<file path="config.mk">
export PLATFORM = sky130hd
export DESIGN_NAME = tap_responder
export DESIGN_NICKNAME = d
export VERILOG_FILES = /design/src/rtl/tap_responder.sv
export SDC_FILE = /design/constraint.sdc
export NUM_CORES = 1
export LEC_CHECK = 0
export BUFFER_PORTS_ARGS = -buffer_cell sky130_fd_sc_hd__buf_2
export CAP_MARGIN = 20
export CORE_ASPECT_RATIO = 0.7
export CORE_MARGIN = 2
export CORE_UTILIZATION = 57
export DETAILED_ROUTE_END_ITERATION = 8
export HOLD_SLACK_MARGIN = 0.03
export PLACE_DENSITY = 0.81
export SYNTH_ARGS = -nofsm -noshare
export SYNTH_HDL_FRONTEND = slang
export SYNTH_SLANG_ARGS = --single-unit
export TNS_END_PERCENT = 50
</file>
<file path="constraint.sdc">
create_clock -name clk -period 2.47 [get_ports clk]
set_input_delay 0.247 -clock clk [delete_from_list [all_inputs] [get_ports clk]]
set_output_delay 0.247 -clock clk [all_outputs]
set_load 0.02 [all_outputs]
</file>
<file path="src/rtl/tap_responder.sv">
// IEEE 1149.1 TAP target that oversamples the JTAG pins on the system clock.
// It implements the 16-state TAP FSM, the instruction register, BYPASS, IDCODE and a boundary register.
module tap_responder #(
    parameter int unsigned         IR_LEN     = 8,
    parameter int unsigned         BSR_LEN    = 16,
    parameter logic [31:0]         IDCODE_VAL = 32'h1BEEF0A5,
    parameter logic [IR_LEN-1:0]   OP_EXTEST  = 8'h00,
    parameter logic [IR_LEN-1:0]   OP_SAMPLE  = 8'h01,
    parameter logic [IR_LEN-1:0]   OP_IDCODE  = 8'hFE,
    parameter logic [IR_LEN-1:0]   OP_BYPASS  = 8'hFF
) (
    input  logic               clk,
    input  logic               reset,
    input  logic               tck,
    input  logic               tms,
    input  logic               tdi,
    input  logic               trst,
    output logic               tdo,
    output logic               tdo_oe,
    input  logic [BSR_LEN-1:0] capture_in,
    output logic [BSR_LEN-1:0] update_out,
    output logic               extest_active,
    output logic [3:0]         tap_state,
    output logic [IR_LEN-1:0]  ir_out
);

    typedef enum logic [3:0] {
        TLR      = 4'hF, RTI      = 4'hC,
        SEL_DR   = 4'h7, CAP_DR   = 4'h6, SH_DR    = 4'h2, EX1_DR = 4'h1,
        PAUSE_DR = 4'h3, EX2_DR   = 4'h0, UPD_DR   = 4'h5,
        SEL_IR   = 4'h4, CAP_IR   = 4'hE, SH_IR    = 4'hA, EX1_IR = 4'h9,
        PAUSE_IR = 4'hB, EX2_IR   = 4'h8, UPD_IR   = 4'hD
    } tap_state_t;

    localparam logic [IR_LEN-1:0] IR_CAPTURE = IR_LEN'(2'b01);

    logic [1:0]         tck_sync, tms_sync, tdi_sync, trst_sync;
    logic               tck_prev;
    logic               tck_rise, tck_fall, tap_rst, tms_s, tdi_s;
    tap_state_t         state, next_state;
    logic [IR_LEN-1:0]  ir_shift;
    logic [31:0]        idcode_shift;
    logic [BSR_LEN-1:0] bsr_shift;
    logic [BSR_LEN:0]   bsr_cat;
    logic               bypass_reg;
    logic               sel_bsr, sel_idcode, dr_lsb;

    always_ff @(posedge clk or negedge reset) begin
        if (!reset) begin
            tck_sync  <= '0;
            tms_sync  <= '0;
            tdi_sync  <= '0;
            trst_sync <= '0;
            tck_prev  <= 1'b0;
        end else begin
            tck_sync  <= {tck_sync[0], tck};
            tms_sync  <= {tms_sync[0], tms};
            tdi_sync  <= {tdi_sync[0], tdi};
            trst_sync <= {trst_sync[0], trst};
            tck_prev  <= tck_sync[1];
        end
    end

    assign tck_rise = tck_sync[1] & ~tck_prev;
    assign tck_fall = ~tck_sync[1] & tck_prev;
    assign tap_rst  = ~trst_sync[1];
    assign tms_s    = tms_sync[1];
    assign tdi_s    = tdi_sync[1];

    always_ff @(posedge clk or negedge reset) begin
        if (!reset)        state <= TLR;
        else if (tap_rst)  state <= TLR;
        else if (tck_rise) state <= next_state;
    end

    always_comb begin
        next_state = state;
        case (state)
            TLR:      next_state = tms_s ? TLR      : RTI;
            RTI:      next_state = tms_s ? SEL_DR   : RTI;
            SEL_DR:   next_state = tms_s ? SEL_IR   : CAP_DR;
            CAP_DR:   next_state = tms_s ? EX1_DR   : SH_DR;
            SH_DR:    next_state = tms_s ? EX1_DR   : SH_DR;
            EX1_DR:   next_state = tms_s ? UPD_DR   : PAUSE_DR;
            PAUSE_DR: next_state = tms_s ? EX2_DR   : PAUSE_DR;
            EX2_DR:   next_state = tms_s ? UPD_DR   : SH_DR;
            UPD_DR:   next_state = tms_s ? SEL_DR   : RTI;
            SEL_IR:   next_state = tms_s ? TLR      : CAP_IR;
            CAP_IR:   next_state = tms_s ? EX1_IR   : SH_IR;
            SH_IR:    next_state = tms_s ? EX1_IR   : SH_IR;
            EX1_IR:   next_state = tms_s ? UPD_IR   : PAUSE_IR;
            PAUSE_IR: next_state = tms_s ? EX2_IR   : PAUSE_IR;
            EX2_IR:   next_state = tms_s ? UPD_IR   : SH_IR;
            UPD_IR:   next_state = tms_s ? SEL_DR   : RTI;
            default:  next_state = TLR;
        endcase
    end

    // OP_BYPASS needs no decode: every unrecognised opcode falls through to bypass.
    assign sel_bsr    = (ir_out == OP_EXTEST) || (ir_out == OP_SAMPLE);
    assign sel_idcode = (ir_out == OP_IDCODE);
    assign dr_lsb     = sel_bsr ? bsr_shift[0] : (sel_idcode ? idcode_shift[0] : bypass_reg);
    assign bsr_cat    = {tdi_s, bsr_shift};

    always_ff @(posedge clk or negedge reset) begin
        if (!reset) begin
            ir_shift      <= '0;
            idcode_shift  <= '0;
            bsr_shift     <= '0;
            bypass_reg    <= 1'b0;
            ir_out        <= OP_IDCODE;
            update_out    <= '0;
            tdo           <= 1'b1;
            tdo_oe        <= 1'b0;
            extest_active <= 1'b0;
        end else if (tap_rst) begin
            ir_shift      <= '0;
            idcode_shift  <= '0;
            bsr_shift     <= '0;
            bypass_reg    <= 1'b0;
            ir_out        <= OP_IDCODE;
            update_out    <= '0;
            tdo           <= 1'b1;
            tdo_oe        <= 1'b0;
            extest_active <= 1'b0;
        end else begin
            // Rise actions see the pre-transition state; fall actions see the new one.
            if (tck_rise) begin
                case (state)
                    CAP_IR: ir_shift <= IR_CAPTURE;
                    SH_IR:  ir_shift <= {tdi_s, ir_shift[IR_LEN-1:1]};
                    CAP_DR: begin
                        bypass_reg   <= 1'b0;
                        idcode_shift <= IDCODE_VAL;
                        bsr_shift    <= capture_in;
                    end
                    SH_DR: begin
                        if (sel_bsr)         bsr_shift    <= bsr_cat[BSR_LEN:1];
                        else if (sel_idcode) idcode_shift <= {tdi_s, idcode_shift[31:1]};
                        else                 bypass_reg   <= tdi_s;
                    end
                    default: ;
                endcase
            end
            if (tck_fall) begin
                case (state)
                    SH_IR: begin
                        tdo    <= ir_shift[0];
                        tdo_oe <= 1'b1;
                    end
                    SH_DR: begin
                        tdo    <= dr_lsb;
                        tdo_oe <= 1'b1;
                    end
                    default: tdo_oe <= 1'b0;
                endcase
                if (state == UPD_DR && sel_bsr) update_out <= bsr_shift;
            end
            if (state == TLR)                      ir_out <= OP_IDCODE;
            else if (tck_fall && state == UPD_IR)  ir_out <= ir_shift;
            extest_active <= (ir_out == OP_EXTEST);
        end
    end

    assign tap_state = state;

endmodule

</file>
# Word-level counts from Yosys, hierarchy flattened
# Index checks and enable logic that the tools add are counted.
dict set report totals {
  register_bits 97
  input_bits 22
  out_inout_bits 31
  word_cells 109
}
dict set report op_classes {
  n_eq_ne 28
  mux 47
  bitwise_logic 4
  reduce_logical 15
}
# cell count
set op_table {}
lappend op_table {{$mux W32} 4}
lappend op_table {{$mux W16} 6}
lappend op_table {{$pmux W32 S2} 1}
lappend op_table {{$pmux W4 S12} 1}
lappend op_table {{$mux W8} 5}
lappend op_table {{$eq A4 B4 Y1 const B} 8}
lappend op_table {{$pmux W16 S2} 1}
lappend op_table {{$eq A4 B3 Y1 const B} 4}
lappend op_table {{$pmux W8 S2} 1}
lappend op_table {{$mux W1} 13}
lappend op_table {{$mux W2} 6}
lappend op_table {{$mux W3} 4}
lappend op_table {{$mux W4} 3}
lappend op_table {{$ne A3 B1 Y1 const B} 4}
lappend op_table {{$ne A3 B3 Y1 const B} 4}
lappend op_table {{$eq A4 B2 Y1 const B} 2}
lappend op_table {{$eq A8 B1 Y1 const B} 1}
lappend op_table {{$eq A8 B8 Y1 const B} 1}
lappend op_table {{$logic_not A8 Y1} 1}
lappend op_table {{$reduce_and A4 Y1} 2}
lappend op_table {{$ne A2 B1 Y1 const B} 3}
lappend op_table {{$reduce_and A2 Y1} 3}
lappend op_table {{$reduce_or A2 Y1} 3}
lappend op_table {{$eq A4 B1 Y1 const B} 1}
lappend op_table {{other kinds (8)} 12}

# Logic depth before layout (Yosys ltp)
dict set report logic_depth {
  word_depth 6
  ltp_mapped 8
  ltp_nobuf 4
}

# Worst setup path after synthesis
# Ideal clock, no wire load.
dict set report synth_timing {
  kind {reg-to-reg}
  from {register ir_out[5]}
  to {register bsr_shift[10]}
  setup_ns 0.125
  arrival_time_ns 2.125
  required_ns 2.345
  setup_slack_ns 0.220
  path_stages_with_launch 6
  n_path_buf 1
  synth_period_minus_slack_ns 2.250
  cell_sequence {dfstp_2 -> or4_4 -> or4_4 -> a21boi_4 -> buf_12 -> mux2_4}
}
dict set report synth_via {
  elab_chain_cells 4
  word_cells_on_any_way 5
  cone_classes {eq/ne: 2; reduce/logical: 3}
}
# item line
set synth_lines {}
lappend synth_lines {{start, declared} 24} ;# output logic [IR_LEN-1:0] ir_out
lappend synth_lines {{start signal, assigned} 160} ;# else if (tck_fall && state == UPD_IR) ir_out <= ir_shift;
lappend synth_lines {{$eq A8 B1 Y1 or $logic_not A8 Y1 (tied branches)} 100} ;# assign sel_bsr = (ir_out == OP_EXTEST) || (ir_out == OP_SAMPLE);
lappend synth_lines {{$logic_or A1 B1 Y1 *} 100}
lappend synth_lines {{$ne A3 B3 Y1 (no line) *} n/a}
lappend synth_lines {{$reduce_and A3 Y1 (no line) *} n/a}
lappend synth_lines {{end signal, assigned} 135} ;# bsr_shift <= capture_in;
lappend synth_lines {{end signal, assigned} 138} ;# if (sel_bsr) bsr_shift <= bsr_cat[BSR_LEN:1];
lappend synth_lines {{end, declared} 43} ;# logic [BSR_LEN-1:0] bsr_shift;
# Every way passes the cells marked *; elsewhere a longest branch is shown, timed or not.
# A chain may end at the register's enable or synchronous reset.

# Worst setup path after layout
dict set report layout_timing {
  from {register ir_out[5]}
  to {register bsr_shift[3]}
}
# The elaborated chain is that of the path after synthesis.

==> run metrics <==
status complete, no violations; Rows 26; Post-DRT Antenna Nets 0; Die Width 107 um; Slew @ Worst Pin 0.495 ns; vias in the first global route 2858; Synth Warn # 0; Synth Register Bits 97; Final Hold Slack 0.316 ns; post-CTS setup buffers 0; normalized max-slew margin 66.5%; post-synth net total between 300 and 400; pin count of the biggest net entering global routing 49; residual DRC count 0; count of placed standard cells including taps 473; GRT Util Overall 23.1%; share of cells above drive strength 1 34.1%; antenna violations before repair 0; DR WL met3 396 um; Async SR Flop Fraction 100%; VDD IR max ~0.0004 V; Top Registers idcode_shift (32), bsr_shift (16), update_out (16); worst-skew pair later-pin latency 0.38 ns; Worst Skew 0.0124 ns; final count of pins violating max slew 0; met1 wire length 4040 um; vias 2926; Die ar. 8100 um^2; cell leakage power 2.35 nW; ys flop type dfrtp_1; final hold vios 0; Clock Root Buffer clkbuf_8; highest metal used met4; clock sink count 97; Met2 Wirelength 3970 um; pre-CTS WS 0.270 ns; final setup margin 0.251 ns; RR Endpoint bsr_shift[3]; syn avg cell area 12.5 um^2; Max FO, Critical Path 16; WP data required 2.74 ns; final WL 8540 um; Resized Gates After CTS 0; Multi-input gate area 1640 um^2; Hold Path Sink bsr_shift[5]; Mapped Area 4210 um^2; startpoint type of the worst setup path flop; core area between 7000 and 8000 um^2; non-filler cells, final 494; Post-DP HPWL 5670 um; CTS HTree Levels 3; Area Growth Syn to Fin 15.6%; RSZ-0062 raised after global routing no; via density per instance between 5 and 6; total negative slack 0 ns; routed length per instance roughly 17 um; max reg flops 32; RD Place Congestion 0.805; commonest cells after routing, fill and taps aside dfrtp_1 (85), buf_2 (51), nand2_1 (46); final worst-path cycle share 89.8%; power per cell area 620 nW/um^2; FILL cells 558; Clock transition at path regs 0.09 ns; Num CTS Buffers 9; num ports 53; critical path type flop to flop; TritonCTS clock tree built; Antenna diodes 0; register cell area after layout 2440 um^2; gr ovfl total 0; post-synthesis sequential area ratio 58.0%; setup slack, reg-to-reg 0.25 ns; Worst Reg-to-Reg Cells 5; Synth cell types 50; drt first pass iters 4; fin crit period between 2 and 2.5 ns; Max-Cap Viols 0; Final Setup Violations 0; EDFF count, synth 0; die extent in y around 76 um; Hold Startpoint capture_in[5]; worst hold-check path type input pin to flop; final net count 413; DRT iter0 DRCs 149; CP Data Arrival Time 2.49 ns; CP Capture Type flop; first-pass GRT wire length 14600 um; Top reg by flops idcode_shift; Buffers on Ports 52; WHS Path Cells 4; FMAX 451 MHz; initial core utilization roughly three fifths; Reg2Reg Launch Point ir_out[5]; commonest non-fill, non-tap cell in the layout dfrtp_1; Clock Path Buffers 2; cell count after synthesis 337
## how the worst max path moves through the flow
stage,startpoint,slack [ns],depth (start not counted),to
after global routing,tap_state[1],0.19,5,idcode_shift[8]
after global placement,ir_out[5],0.30,5,bsr_shift[3]
after CTS,ir_out[5],0.25,5,bsr_shift[3]
after floorplan,ir_out[5],0.22,5,bsr_shift[10]
after detailed placement,ir_out[5],0.27,5,bsr_shift[3]
final,ir_out[5],0.25,5,bsr_shift[3]
## worst max-delay path: stages, from the launching register on
cell and delay, ns:
dfstp_2 0.40, or4_4 0.53, or4_4 0.47, a21boi_4 0.17
buf_12 0.18, mux2_2 0.35
## metal layers
layer,up-vias,track usage (%)
met2,71,32.7
met3,13,6.88
met4,0,7.66
met1,1470,34.3
met5,-,0
li1,1372,-
## what timing repair did
action,in CTS,in global routing
hold buffers,5,0
endpoints found under the setup margin,0,0
hold endpoints to repair,29,0
## area by class of cell
class	count	area share (%)
flip-flops and latches	97	50.2
multi-input cells	211	33.6
repair buffers	69	8.79
clock buffers	9	2.55
well taps	98	2.52
clock inverters	7	2.08
inverters	3	0.231
## report_power, final
part	leakage [nW]	switching, mW	internal [mW]
clock	0.112	0.570	0.582
sequential	1.28	0.0387	1.63
combinational	0.963	0.108	0.0926
## per-stage QoR
step	power [mW]	cell area (um^2)	util [%]
finish	3.02	4870	67.4
global route	3.14	4870	67.4
CTS	3.05	4870	67.4
detailed placement	1.89	4590	63.6
global placement	1.88	4590	63.6
floorplan	1.80	4210	-
## cells in the mapped netlist, drive strengths merged (2+ instances only)
cell type / n / area share [%]
inv: 3 / 0.27
nand2b: 5 / 0.74
nor4b: 2 / 0.56
clkbuf: 18 / 1.6
o31ai: 2 / 0.36
mux2i: 8 / 1.9
o221a: 18 / 4.8
and3: 2 / 0.30
a21boi: 20 / 3.8
buf: 8 / 1.2
or4: 2 / 0.53
nand2: 46 / 4.1
dfrtp: 85 / 51
nand4b: 2 / 0.42
a21oi: 3 / 0.36
a22o: 36 / 7.5
nor2: 6 / 0.53
dfstp: 12 / 7.5
nand3: 4 / 0.59
o21a: 3 / 0.53
nand4: 2 / 0.30
o21ai: 6 / 0.71
o311ai: 3 / 0.62
o211ai: 3 / 0.53
nor2b: 4 / 0.59
mux2: 17 / 5.4
or4b: 2 / 0.48
## cell families after synthesis
family	Yosys count	synth area share [%]
simple gates	85	10.8
buf+inv	29	3.12
mux	25	7.34
compound gates	101	20.8
flops	97	58.0
Power figures use the tool's default switching activity.
